`config.mk`:
```
export PLATFORM = sky130hd
export DESIGN_NAME = axi_lite_master
export DESIGN_NICKNAME = d
export VERILOG_FILES = /design/src/rtl/axi_lite_master.sv
export SDC_FILE = /design/constraint.sdc
export NUM_CORES = 1
export LEC_CHECK = 0
export BUFFER_PORTS_ARGS = -buffer_cell sky130_fd_sc_hd__clkbuf_2
export CAP_MARGIN = 20
export CORE_AREA = 2 2 153 125
export CTS_BUF_LIST = sky130_fd_sc_hd__clkbuf_4
export DETAILED_ROUTE_END_ITERATION = 10
export DIE_AREA = 0 0 155 127
export PLACE_DENSITY = 0.66
export REMOVE_ABC_BUFFERS = 1
export SETUP_SLACK_MARGIN = 0.05
export SLEW_MARGIN = 20
export SYNTH_ARGS = -nofsm -noshare
export SYNTH_HDL_FRONTEND = slang
export SYNTH_SLANG_ARGS = --single-unit
```
`constraint.sdc`:
```
create_clock -name clk -period 7.3 [get_ports clk]
set_input_delay 0.365 -clock clk [delete_from_list [all_inputs] [get_ports clk]]
set_output_delay 0.365 -clock clk [all_outputs]
set_load 0.05 [all_outputs]
```
`src/rtl/axi_lite_master.sv`:
```
// axi_lite_master
//   AXI4-Lite initiator. Takes one register command at a time from a
//   valid/ready command port, runs the matching AXI4-Lite read or write, and
//   returns the data and response on a valid/ready response port.
//
// Ports
//   clk, reset               rising-edge clock, asynchronous active-high reset
//   cmd_*                    command: valid/ready, write, addr, wdata, wstrb
//   rsp_*                    response: valid/ready, write, rdata, resp
//   err_count                saturating count of SLVERR/DECERR responses
//   axi_aw*/axi_w*/axi_b*    write address, write data, write response
//   axi_ar*/axi_r*           read address, read data
//
// All outputs are registered. Each channel's payload is cleared when its
// valid drops, so the direction not in use always presents zeros.
module axi_lite_master #(
  parameter int         WIDTH    = 32,
  parameter logic [2:0] PROT     = 3'b000,
  parameter int         ERRCNT_W = 16
) (
  input  logic                 clk,
  input  logic                 reset,
  input  logic                 cmd_valid,
  output logic                 cmd_ready,
  input  logic                 cmd_write,
  input  logic [WIDTH-1:0]     cmd_addr,
  input  logic [WIDTH-1:0]     cmd_wdata,
  input  logic [WIDTH/8-1:0]   cmd_wstrb,
  output logic                 rsp_valid,
  input  logic                 rsp_ready,
  output logic                 rsp_write,
  output logic [WIDTH-1:0]     rsp_rdata,
  output logic [1:0]           rsp_resp,
  output logic [ERRCNT_W-1:0]  err_count,
  output logic [WIDTH-1:0]     axi_awaddr,
  output logic [2:0]           axi_awprot,
  output logic                 axi_awvalid,
  input  logic                 axi_awready,
  output logic [WIDTH-1:0]     axi_wdata,
  output logic [WIDTH/8-1:0]   axi_wstrb,
  output logic                 axi_wvalid,
  input  logic                 axi_wready,
  input  logic [1:0]           axi_bresp,
  input  logic                 axi_bvalid,
  output logic                 axi_bready,
  output logic [WIDTH-1:0]     axi_araddr,
  output logic [2:0]           axi_arprot,
  output logic                 axi_arvalid,
  input  logic                 axi_arready,
  input  logic [WIDTH-1:0]     axi_rdata,
  input  logic [1:0]           axi_rresp,
  input  logic                 axi_rvalid,
  output logic                 axi_rready
);

  typedef enum logic [2:0] {IDLE, WR, WR_RESP, RD_ADDR, RD_DATA, RSP} state_t;

  state_t state;
  logic   aw_done, w_done;
  logic   aw_fin, w_fin;

  // A channel counts as finished if it handshook earlier or handshakes now.
  assign aw_fin = aw_done | (axi_awvalid & axi_awready);
  assign w_fin  = w_done  | (axi_wvalid  & axi_wready);

  function automatic logic [ERRCNT_W-1:0] sat_inc(input logic [ERRCNT_W-1:0] c,
                                                  input logic               err);
    if (!err || (&c)) return c;
    return c + {{(ERRCNT_W-1){1'b0}}, 1'b1};
  endfunction

  always_ff @(posedge clk or posedge reset) begin
    if (reset) begin
      state       <= IDLE;
      aw_done     <= 1'b0;
      w_done      <= 1'b0;
      cmd_ready   <= 1'b1;
      rsp_valid   <= 1'b0;
      rsp_write   <= 1'b0;
      rsp_rdata   <= '0;
      rsp_resp    <= 2'b00;
      err_count   <= '0;
      axi_awaddr  <= '0;
      axi_awprot  <= 3'b000;
      axi_awvalid <= 1'b0;
      axi_wdata   <= '0;
      axi_wstrb   <= '0;
      axi_wvalid  <= 1'b0;
      axi_bready  <= 1'b0;
      axi_araddr  <= '0;
      axi_arprot  <= 3'b000;
      axi_arvalid <= 1'b0;
      axi_rready  <= 1'b0;
    end else begin
      case (state)
        IDLE: begin
          // cmd_ready is high exactly in IDLE, so cmd_valid is the handshake.
          if (cmd_valid) begin
            cmd_ready <= 1'b0;
            if (cmd_addr[1:0] != 2'b00) begin
              // Misaligned: answer locally with SLVERR, no bus traffic.
              state     <= RSP;
              rsp_valid <= 1'b1;
              rsp_write <= cmd_write;
              rsp_rdata <= '0;
              rsp_resp  <= 2'b10;
              err_count <= sat_inc(err_count, 1'b1);
            end else if (cmd_write) begin
              state       <= WR;
              aw_done     <= 1'b0;
              w_done      <= 1'b0;
              axi_awaddr  <= cmd_addr;
              axi_awprot  <= PROT;
              axi_awvalid <= 1'b1;
              axi_wdata   <= cmd_wdata;
              axi_wstrb   <= cmd_wstrb;
              axi_wvalid  <= 1'b1;
            end else begin
              state       <= RD_ADDR;
              axi_araddr  <= cmd_addr;
              axi_arprot  <= PROT;
              axi_arvalid <= 1'b1;
            end
          end
        end

        WR: begin
          if (axi_awvalid && axi_awready) begin
            axi_awvalid <= 1'b0;
            axi_awaddr  <= '0;
            axi_awprot  <= 3'b000;
          end
          if (axi_wvalid && axi_wready) begin
            axi_wvalid <= 1'b0;
            axi_wdata  <= '0;
            axi_wstrb  <= '0;
          end
          if (aw_fin && w_fin) begin
            state      <= WR_RESP;
            axi_bready <= 1'b1;
            aw_done    <= 1'b0;
            w_done     <= 1'b0;
          end else begin
            aw_done <= aw_fin;
            w_done  <= w_fin;
          end
        end

        WR_RESP: begin
          if (axi_bvalid) begin
            state      <= RSP;
            axi_bready <= 1'b0;
            rsp_valid  <= 1'b1;
            rsp_write  <= 1'b1;
            rsp_rdata  <= '0;
            rsp_resp   <= axi_bresp;
            err_count  <= sat_inc(err_count, axi_bresp[1]);
          end
        end

        RD_ADDR: begin
          if (axi_arready) begin
            state       <= RD_DATA;
            axi_arvalid <= 1'b0;
            axi_araddr  <= '0;
            axi_arprot  <= 3'b000;
            axi_rready  <= 1'b1;
          end
        end

        RD_DATA: begin
          if (axi_rvalid) begin
            state      <= RSP;
            axi_rready <= 1'b0;
            rsp_valid  <= 1'b1;
            rsp_write  <= 1'b0;
            rsp_rdata  <= axi_rdata;
            rsp_resp   <= axi_rresp;
            err_count  <= sat_inc(err_count, axi_rresp[1]);
          end
        end

        RSP: begin
          if (rsp_ready) begin
            state     <= IDLE;
            cmd_ready <= 1'b1;
            rsp_valid <= 1'b0;
            rsp_write <= 1'b0;
            rsp_rdata <= '0;
            rsp_resp  <= 2'b00;
          end
        end

        default: begin
          state     <= IDLE;
          cmd_ready <= 1'b1;
        end
      endcase
    end
  end

endmodule

```
==> results by stage, run 1 <==
Clock tree:
- The CTS buffer count is 17.
- The TritonCTS clock tree is done.
- The post-CTS setup buffer count is 0.
- In this run the deepest clock path goes through 2 buffers.
- After clock tree synthesis, the clock-pin slew on the worst setup and hold paths is 150 ps.
- The cell sitting at the root of the clock tree is a sky130_fd_sc_hd__clkbuf_4.
- The clock tree synthesis step divided the H-tree into 4 levels.
- For this design, the sink count on the clock tree is 163.
- The clock latency at the later pin of the worst-skew pair is 540 ps.

Drt:
- The overall via count from detail_route is 5,857.
- The vias per cell is 4.89.
- The number of DRC markers after the initial detailed-route iteration is 358.
- The count of unresolved DRC violations after routing is 0.
- The wire length reported by the detailed router is 19.1 mm.
- The remaining antenna violation count is 0.
- After detailed routing, the average wire length per cell comes to 16.0 um.
- Before antenna repair, the detailed router went through 4 iterations.

Pwr:
- The power density over the cells is 491 nW/um^2.
- After layout, the design draws a total of 4.59 mW.
- Across the VDD grid, the largest voltage drop is 244 uV.
- For this design the static power due to leakage is 4.77 nW.

Final layout:
- The growth of design area from synthesis to finish is 41.8%.
- The fraction of layout cells with a size suffix above 1 is 33.7%.
- Cells fill 51.9% of the core in the end.
- The post-layout net count is 1,068.
- The final design instance area without fill is 9340 um^2.

GRT:
- The number of antenna violations at the first check in global routing was 0.
- The number of global-route vias before repair came to 5,844.
- The overall fraction of global-route tracks in use is 19.2%.
- Entering global routing, the biggest net connects 92 pins.
- For this run the aggregate overflow at the end of global routing stands at 0.
- The global-route wire length before repair is 30.1 mm.

Synthesis:
- The synthesized design contains 163 register bits.
- The number of different library cells used by synthesis comes to 52.
- Synthesis produced a netlist whose cell count is 608.
- The top-area cell type share of the netlist area is 61.5%.
- For this run, asynchronously set or reset flops after synthesis account for 100%.
- Ranked by instance count, the synthesized netlist is headed by sky130_fd_sc_hd__dfrtp_1, sky130_fd_sc_hd__nand2_1, sky130_fd_sc_hd__a22o_1.
- The mapped netlist covers 6590 um^2.
- The most used flip-flop cell after synthesis is sky130_fd_sc_hd__dfrtp_1.
- The count of flip-flops with a built-in enable after synthesis is 0.
- Sorting the synthesized cells by area gives the leading types as sky130_fd_sc_hd__dfrtp_1, sky130_fd_sc_hd__a22o_1, sky130_fd_sc_hd__nand2_1.
- The share of synthesized area occupied by flip-flops and latches is 61.9%.
- The biggest area contributor in the post-synthesis netlist is sky130_fd_sc_hd__dfrtp_1.
- By instance count, the leading cell after synthesis is sky130_fd_sc_hd__dfrtp_1.
- In this run the mean area of a mapped cell was 10.8 um^2.
- The Yosys warning count is 0.

Timing:
- The final hold violation count is 0.
- In the finished design, the share of the clock period the worst path needs comes to 34.4%.
- Summed over all failing endpoints, the final setup total negative slack is 0 ps.
- The final number of setup-violating endpoints is 0.
- The final worst clock skew is 20.2 ps.
- The worst path in the final design needs a cycle of 2510 ps, including I/O delays and setup.
- Setup slack on the critical path of the routed design comes to 4790 ps.
- For the pin with the worst max-slew slack, the measured transition is 927 ps.
- The top achievable clock speed is 398 MHz.
- In this run the tightest slew margin relative to its limit is 38.2%.
- The number of max-slew violations in the final report came to 0.
- Setup repair after global routing left no endpoint under its margin.

Floorplanning:
- The number of placement rows is 44.
- The number of ports placed on the die boundary is 278.
- The floorplan step defined a die boundary enclosing 19,700 um^2.
- The area of the core region is 18,000 um^2.
- Once the floorplan was initialized, standard cells occupied 36.6% of the core.
- Measured along the x axis, the die boundary spans 155 um.
- The die is 127 um tall.

Min path:
- In this run the worst hold path is classified as primary input to flip-flop.

Place:
- The worst setup timing slack at the placement stage is 4810 ps.
- The count of buffers added on input and output ports is 271.
- The global placement routability congestion is 0.778.
- The placed instance area is 8130 um^2.
- After legalization and detailed placement, the total HPWL measured 12.2 mm.

Critical path:
- The worst setup path is launched from a flip-flop.
- The worst setup path is of the flip-flop to flip-flop kind.
- Along the worst path, the maximum fanout reaches 33.
- STA classifies the critical path endpoint as a flip-flop.
- The data arrival time at the worst-slack endpoint is 2970 ps.
- The required arrival time at the worst endpoint is 7760 ps.

Run status:
- The flow ran to the end, and the final reports show no timing, DRC or antenna violations.

Flow run:
- The tool flagged a number of max-cap violations equal to 0.
## cell type report
class                      count  area, um^2
timing repair buffer         367        2300
multi-input combinational    398        2320
antenna                        1        2.50
inverter                       6        27.5
fill                        1611        8660
tap                          230         288
clock inverter                14         194
sequential                   163        4080
clock buffer                  18         135
## metrics by stage
step,instances,hold slack (ps)
floorplan,567,468
global placement,1076,459
detailed placement,1076,470
CTS,1179,0.360
global route,1196,2.14
finish,1197,52.3
## sequential cells by signal, summed over array words and instances (netlist names)
register	cells
axi_araddr	32
axi_awaddr	32
axi_wdata	32
rsp_rdata	32
err_count	16
axi_wstrb	4
state	3
rsp_resp	2
aw_done	1
axi_arvalid	1
axi_awvalid	1
axi_bready	1
axi_rready	1
axi_wvalid	1
cmd_ready	1
rsp_valid	1
rsp_write	1
w_done	1
## layer usage
layer | global-route usage (%) | up-vias | part of all wire [%]
met3 | 7.23 | 20 | 8.4
met2 | 30.7 | 227 | 47
met4 | 4.63 | 0 | 1.4
li1 | - | 2806 | -
met1 | 24.8 | 2804 | 43
met5 | 0 | - | 0
## final timing paths
check	start	to	slack (ps)	depth (start not counted)
worst max-delay path	state[1]	err_count[1]	4790	6
worst min-delay path	axi_rdata[4]	rsp_rdata[4]	50	3
worst max register to register	state[1]	err_count[1]	4790	6
worst min register to register	rsp_rdata[4]	rsp_rdata[4]	490	2
max in group asynchronous	reset	axi_wdata[20]	5310	4
min in group asynchronous	reset	rsp_rdata[2]	490	3
## critical path: stages (launching register included)
cell	delay, ps
sky130_fd_sc_hd__dfrtp_1	700
sky130_fd_sc_hd__nand2b_1	240
sky130_fd_sc_hd__nor2_2	40
sky130_fd_sc_hd__buf_4	260
sky130_fd_sc_hd__a211oi_2	670
sky130_fd_sc_hd__nand2_1	210
sky130_fd_sc_hd__mux2_2	310
## layout by cell type (no fill, tap or decap), types with 4 or more instances in the layout
master and instances:
sky130_fd_sc_hd__buf_4 8, sky130_fd_sc_hd__inv_1 5, sky130_fd_sc_hd__nand3_1 12, sky130_fd_sc_hd__nor3_1 4, sky130_fd_sc_hd__nor4_1 4, sky130_fd_sc_hd__a21o_1 6, sky130_fd_sc_hd__nand2_1 137, sky130_fd_sc_hd__xnor2_1 15
sky130_fd_sc_hd__dfrtp_1 162, sky130_fd_sc_hd__inv_6 6, sky130_fd_sc_hd__nand4_1 8, sky130_fd_sc_hd__clkbuf_4 18, sky130_fd_sc_hd__o21ai_0 63, sky130_fd_sc_hd__a21oi_1 4, sky130_fd_sc_hd__a22o_1 66, sky130_fd_sc_hd__conb_1 6
sky130_fd_sc_hd__dlygate4sd3_1 88, sky130_fd_sc_hd__nor2_1 14, sky130_fd_sc_hd__clkbuf_2 271, sky130_fd_sc_hd__and3_1 6, sky130_fd_sc_hd__o21ai_1 8
## kinds of logic after synthesis
| family | synth area share [%] |
|---|---|
| AOI/OAI and AO/OA | 17.8 |
| xor gates and xnor gates | 1.99 |
| adders and majority gates | 0.190 |
| buffers and inverters | 3.63 |
| DFF | 61.9 |
| muxes | 0.665 |
| other | 0.0569 |
| and+or+nand+nor | 13.7 |
## power by group
group	switching (mW)	internal, mW
clock network	0.349	0.253
logic	1.87	0.581
registers	0.268	1.27
## what timing repair did
item	CTS	global route
hold endpoints to repair	163	19
hold buffers	71	17
gates resized for setup	0	0
(Power assumes the default switching activity.)
==> run 2: changes to the inputs <==
Settings changed: PLACE_DENSITY 0.66 to 0.68.
Clock period 7.3 ns to 2.1 ns, I/O delays scaled along.
==> results by stage, run 2 (same netlist as run 1, synthesis figures left out) <==
Run status:
- The flow ran to the end, and the final reports show no timing, DRC or antenna violations.

Timing:
- Across the routed clock network, the largest skew measured is 22.0 ps.
- The routed design could run at a clock period as short as 1960 ps.
- At the pin with the least slew margin, the transition time is 535 ps.
- Setup slack closes at 141 ps.
- Static timing analysis puts the maximum clock frequency at 510 MHz.
- Setup violations remaining at the end of the flow were counted as 0.
- The final hold violation count is 0.
- The period utilization is 93.3%.
- The number of max-slew violations in the final report is 0.
- Hold is met by 75.1 ps.
- The tightest slew margin relative to the limit is 64.3%.
- Setup repair after global routing left no endpoint under its margin.

Critical path:
- The critical path launch point type is a flip-flop.
- The required arrival time at the worst endpoint is 2540 ps.
- For the worst setup path, the data arrival time is 2390 ps.
- The setup path with the least slack is of type flip-flop to flip-flop.
- The nature of the critical path endpoint is a flip-flop.
- The critical-path maximum fanout is 63.

Place:
- The placed instance area is 8320 um^2.
- Summed over all nets, the half-perimeter wirelength after detailed placement is 12.2 mm.
- Port buffering added 271 buffers.
- At the end of routability-driven placement, the weighted congestion stood at 0.873.
- At the placement stage, the worst setup path has a slack of 168 ps.

Pwr:
- The power density over the cells is 1640 nW/um^2.
- VDD sags by at most 845 uV.
- The leakage power is 4.92 nW.

Floorplanning:
- The number of ports placed on the die boundary is 278.
- The die extent in x is 155 um.
- The number of placement rows is 44.
- The area of the die is 19,700 um^2.
- The area of the core region is 18,000 um^2.
- Once the floorplan was initialized, standard cells occupied 36.6% of the core.
- The height of the chip is 127 um.

Final layout:
- After routing the design area is 9670 um^2.
- The count of antenna diodes in the layout is 0.
- Summing all multi-input logic gate instances after layout gives 2310 um^2.
- The filler cell count in the final layout is 1,539.
- In the final layout, the share of cells above drive strength 1 is 34.2%.
- The area growth from synthesis to layout is 46.8%.
- The post-layout net count is 1,105.
- The library cell used most frequently in the layout, excluding fill and tap cells, is sky130_fd_sc_hd__clkbuf_2.
- In the final layout, flip-flops and latches occupy 4080 um^2.
- The top cell types in the final layout, fill and taps aside, are sky130_fd_sc_hd__clkbuf_2, sky130_fd_sc_hd__dfrtp_1, sky130_fd_sc_hd__nand2_1.

Drt:
- Dividing the detail-routed via count by the number of cells gives 4.86.
- The length of the first detailed-routing pass in iterations is 4.
- The highest routing layer actually used is met4.
- The routed layout has 5,991 vias.
- The routed design uses 8.97 mm of met2 wire.
- The wire length reported by the detailed router is 19.0 mm.
- The met3 wire length is 1.45 mm.
- The average wire length per cell after detail routing is 15.4 um.
- In the final routing, the length of wire on met1 measures 8.31 mm.
- After detailed routing, the number of remaining DRC violations is 0.
- The number of DRC markers after the initial detailed-route iteration is 363.
- The remaining antenna violation count is 0.

GRT:
- The final global-route overflow total is 0.
- The first global-routing pass estimated 30.3 mm of wire.
- Entering global routing, the biggest net connects 69 pins.
- The overall fraction of global-route tracks in use is 19.2%.
- The number of global-route vias before repair is 5,954.
- The number of antenna violations at the first check in global routing is 0.

Clock tree:
- The number of buffers on the longest clock path is 2.
- The cell sitting at the root of the clock tree is a sky130_fd_sc_hd__clkbuf_4.
- The number of clock buffers added by TritonCTS is 17.
- The number of clock sinks is 163.
- The depth of the CTS H-tree is 4.
- The clock latency at the later pin of the worst-skew pair is 540 ps.
- TritonCTS built the clock tree.
- The number of setup buffers added after CTS is 0.
- After clock tree synthesis, the clock-pin slew on the worst setup and hold paths is 130 ps.

Flow run:
- The max-capacitance violation count is 0.

Min path:
- In this run the worst hold path is classified as primary input to flip-flop.
## run 2: stage by stage
step                util [%]  setup TNS, ps  total power [mW]  cells
floorplan                  -        -566980              11.6    567
global placement        46.2              0              13.9   1093
detailed placement      46.2              0              14.0   1093
CTS                     53.7              0              15.9   1233
global route            53.7              0              16.8   1233
finish                  53.7              0              15.9   1233
## run 2: power breakdown
group	total, mW	internal (mW)	switching, mW
registers	5.29	4.43	0.863
clock network	1.78	0.635	1.15
logic	8.81	2.21	6.60
## run 2: worst max-delay path: stages (launching register included)
cell                        delay (ps)
sky130_fd_sc_hd__dfrtp_1           520
sky130_fd_sc_hd__mux2_1            300
sky130_fd_sc_hd__o32ai_2           110
sky130_fd_sc_hd__a2111oi_4         420
sky130_fd_sc_hd__buf_12            280
sky130_fd_sc_hd__and3b_1           200
## run 2: what timing repair did
action | CTS | global route
hold buffers | 108 | 0
gates resized for setup | 0 | 1
hold endpoints to repair | 279 | 0
endpoints found under the setup margin | 0 | 2
## run 2: final cells by class
cell class	instances	area share, %
Inverter	6	0.285
Sequential cell	163	42.2
Timing Repair Buffer	404	27.8
Clock buffer	19	1.48
Tap cell	230	2.98
Clock inverter	13	1.32
Multi-Input combinational cell	398	23.9
## run 2: worst paths after layout
path,end,start,cells after the start,slack (ps)
min reg2reg,axi_arvalid,axi_arvalid,1,490
max in group asynchronous,cmd_ready,reset,4,1280
max reg2reg,axi_araddr[1],state[0],5,140
min in group asynchronous,rsp_rdata[28],reset,3,160
max,axi_araddr[1],state[0],5,140
min,rsp_resp[1],axi_bresp[1],4,80
## run 2: routing by layer
metal	vias up	GRT usage, %
li1	2887	-
met1	2839	24.4
met2	246	31.8
met3	19	6.51
met5	-	0
met4	0	4.47
==> run 3: changes to the inputs <==
Settings changed: CELL_PAD_IN_SITES_DETAIL_PLACEMENT set to 1, CELL_PAD_IN_SITES_GLOBAL_PLACEMENT set to 2, CORE_AREA 2 2 153 125 to 2 2 178 145, DIE_AREA 0 0 155 127 to 0 0 180 147, PLACE_DENSITY 0.68 to 0.8, REMOVE_ABC_BUFFERS 1 to not set, SLEW_MARGIN 20 to not set.
==> results by stage, run 3 (same netlist as run 1, synthesis figures left out) <==
Run status:
- The flow ran to the end, and the final reports show no timing, DRC or antenna violations.

Critical path:
- The critical path launch point type is a flip-flop.
- For the worst flop-to-flop path, the logic depth is 5.
- The critical-path maximum fanout is 11.
- The required arrival time at the worst endpoint is 2540 ps.
- The worst setup path is of the flip-flop to flip-flop kind.
- The nature of the critical path endpoint is a flip-flop.
- STA puts the critical path data arrival time at 2400 ps.
- For flop-to-flop paths, the worst setup slack is 140 ps.

Pwr:
- Sequential cells account for 32.7% of the total power.
- Summed over all cells, the static leakage comes to 4.94 nW.
- Combinational logic is responsible for 54.9% of the overall power.
- The net switching power figure is 8.73 mW.
- The internal power component is 7.51 mW.
- The design draws 16.2 mW.
- Per report_power, the clock group accounts for 12.4% of the total.
- The highest ir drop seen on vdd is 734 uV.
- Power spread over the standard cell area amounts to 1650 nW/um^2.
- Net switching is 53.8% of the power.

Clock tree:
- The depth of the CTS H-tree is 4.
- The clock latency at the later pin of the worst-skew pair is 550 ps.
- The clock passes through at most 2 buffers.
- TritonCTS created 17 clock buffers.
- The clock root buffer is sky130_fd_sc_hd__clkbuf_4.
- The clock-pin transition on the worst setup and hold timing paths is 140 ps.
- TritonCTS built the clock tree.
- For this design, the sink count on the clock tree is 163.

Timing:
- Setup repair after global routing left no endpoint under its margin.
- The top achievable clock speed is 510 MHz.
- The worst pin sits at a relative slew slack of 57.3%.
- The post-route minimum period is 1960 ps.
- The number of max-slew violations in the final report is 0.
- For the pin with the worst max-slew slack, the measured transition is 639 ps.
- Setup violations remaining at the end of the flow were counted as 0.
- The final hold violation count is 0.
- After layout, the worst path uses 93.3% of the clock period.
- The worst hold slack is 99.7 ps.
- The final worst clock skew is 23.7 ps.

Final layout:
- The repair_antennas step left the layout with diodes totalling 0.
- The fraction of layout cells with a size suffix above 1 is 34.0%.
- Cells fill 39.7% of the core in the end.
- From synthesis to final layout, the design area changed by 49.5%.
- The multi-input combinational cells in the finished layout cover a total of 2310 um^2.
- The most common cell after layout, fill and taps aside is sky130_fd_sc_hd__clkbuf_2.
- Across the whole layout, storage elements account for 4080 um^2.
- The final layout contains 1,107 nets.
- The finished cells cover 9850 um^2.
- The top cell types in the final layout, fill and taps aside, are sky130_fd_sc_hd__clkbuf_2, sky130_fd_sc_hd__dfrtp_1, sky130_fd_sc_hd__nand2_1.
- The filler cell count in the final layout is 2,830.

GRT:
- The number of global-route vias before repair is 6,563.
- The final global-route overflow total is 0.
- The number of antenna violations at the first check in global routing is 0.
- The maximum number of pins on one net before global-route repair is 69.
- The global-route wire length before repair is 35.3 mm.
- Across every metal layer, demand over resource in global routing totals 16.6%.

Place:
- Buffers placed on the I/O ports in this run total 271.
- Once detailed placement completed, the half-perimeter wirelength came to 14.3 mm.
- Routability-driven placement finished with a final weighted congestion of 0.756.
- The placed instance area is 8440 um^2.

Drt:
- The highest routing layer actually used is met4.
- Detailed routing placed a total of 1.11 mm of wire on met3.
- The vias per cell is 4.57.
- The pre-antenna-repair detailed-routing pass consisted of 4 iterations.
- Wires add up to 21.9 mm.
- The overall via count from detail_route is 6,072.
- The routed length on met1 is 10.0 mm.
- In the detailed route, the total length drawn on met2 is 10.6 mm.
- In this run the remaining antenna-violating nets after routing total 0.
- After detailed routing, the average wire length per cell comes to 16.5 um.
- After detailed routing, the number of remaining DRC violations is 0.
- The number of DRC markers after the initial detailed-route iteration is 248.

Floorplanning:
- The initial core utilization is 26.6%.
- 278 I/O pins were placed.
- The height of the chip is 147 um.
- The area of the core region is 24,800 um^2.
- After floorplanning, the core was divided into 52 placement rows.
- In this run the horizontal extent of the chip is 180 um.
- The die covers 26,500 um^2.

Flow run:
- The max-capacitance violation count is 0.

Min path:
- The hold-critical path depth is 5.
- The path class of the tightest hold or removal check is primary input to flip-flop.
-- run 3: metrics by stage --
step                instances  setup TNS, ps  setup slack (ps)
finish                   1328              0               140
global route             1328              0              67.8
CTS                      1328              0              74.7
detailed placement       1186              0               153
global placement         1186              0               193
floorplan                 613         -12150             -75.0
-- run 3: power groups by stage --
stage	Clock [mW]	Sequential [mW]	Combinational, mW
5_1_grt	2.25	5.51	9.44
3_5_place_dp	0	5.34	8.79
4_1_cts	2.13	5.30	8.97
2_1_floorplan	0	9.61	2.07
3_3_place_gp	0	5.31	8.67
6_report	2.01	5.32	8.92
-- run 3: cell type report --
cell class                      count  share of cell area (%)
Multi-Input combinational cell    398                    23.5
Tap cell                          324                    4.12
Sequential cell                   163                    41.5
Clock buffer                       18                    1.37
Timing Repair Buffer              406                    27.6
Inverter                            6                   0.267
Clock inverter                     13                    1.61
-- run 3: timing repair --
| action | in CTS | in global routing |
|---|---|---|
| hold buffers | 111 | 0 |
| endpoints found under the setup margin | 0 | 30 |
| buffers inserted | 0 | 0 |
| endpoints found under the hold margin | 179 | 0 |
| resized for setup | 0 | 3 |
-- run 3: final timing paths --
| path | endpoint | start |
|---|---|---|
| hold / removal | rsp_write | cmd_valid |
| hold reg to reg | rsp_write | rsp_write |
| min in group asynchronous | axi_awaddr[20] | reset |
| setup reg to reg | rsp_resp[1] | state[0] |
| setup / recovery | rsp_resp[1] | state[0] |
| max in group asynchronous | cmd_ready | reset |
-- run 3: routing by layer --
| layer | global-route usage (%) | vias up |
|---|---|---|
| li1 | - | 2879 |
| met1 | 21.5 | 3004 |
| met2 | 28.1 | 177 |
| met3 | 4.54 | 12 |
| met4 | 2.89 | 0 |
| met5 | 0 | - |
-- run 3: critical path, cell delays in order (launching register included) --
cell                            delay, ps
sky130_fd_sc_hd__dfrtp_2              520
sky130_fd_sc_hd__buf_4                180
sky130_fd_sc_hd__or2_2                320
sky130_fd_sc_hd__o22ai_1              200
sky130_fd_sc_hd__dlygate4sd3_1        580
sky130_fd_sc_hd__o21ai_0               70
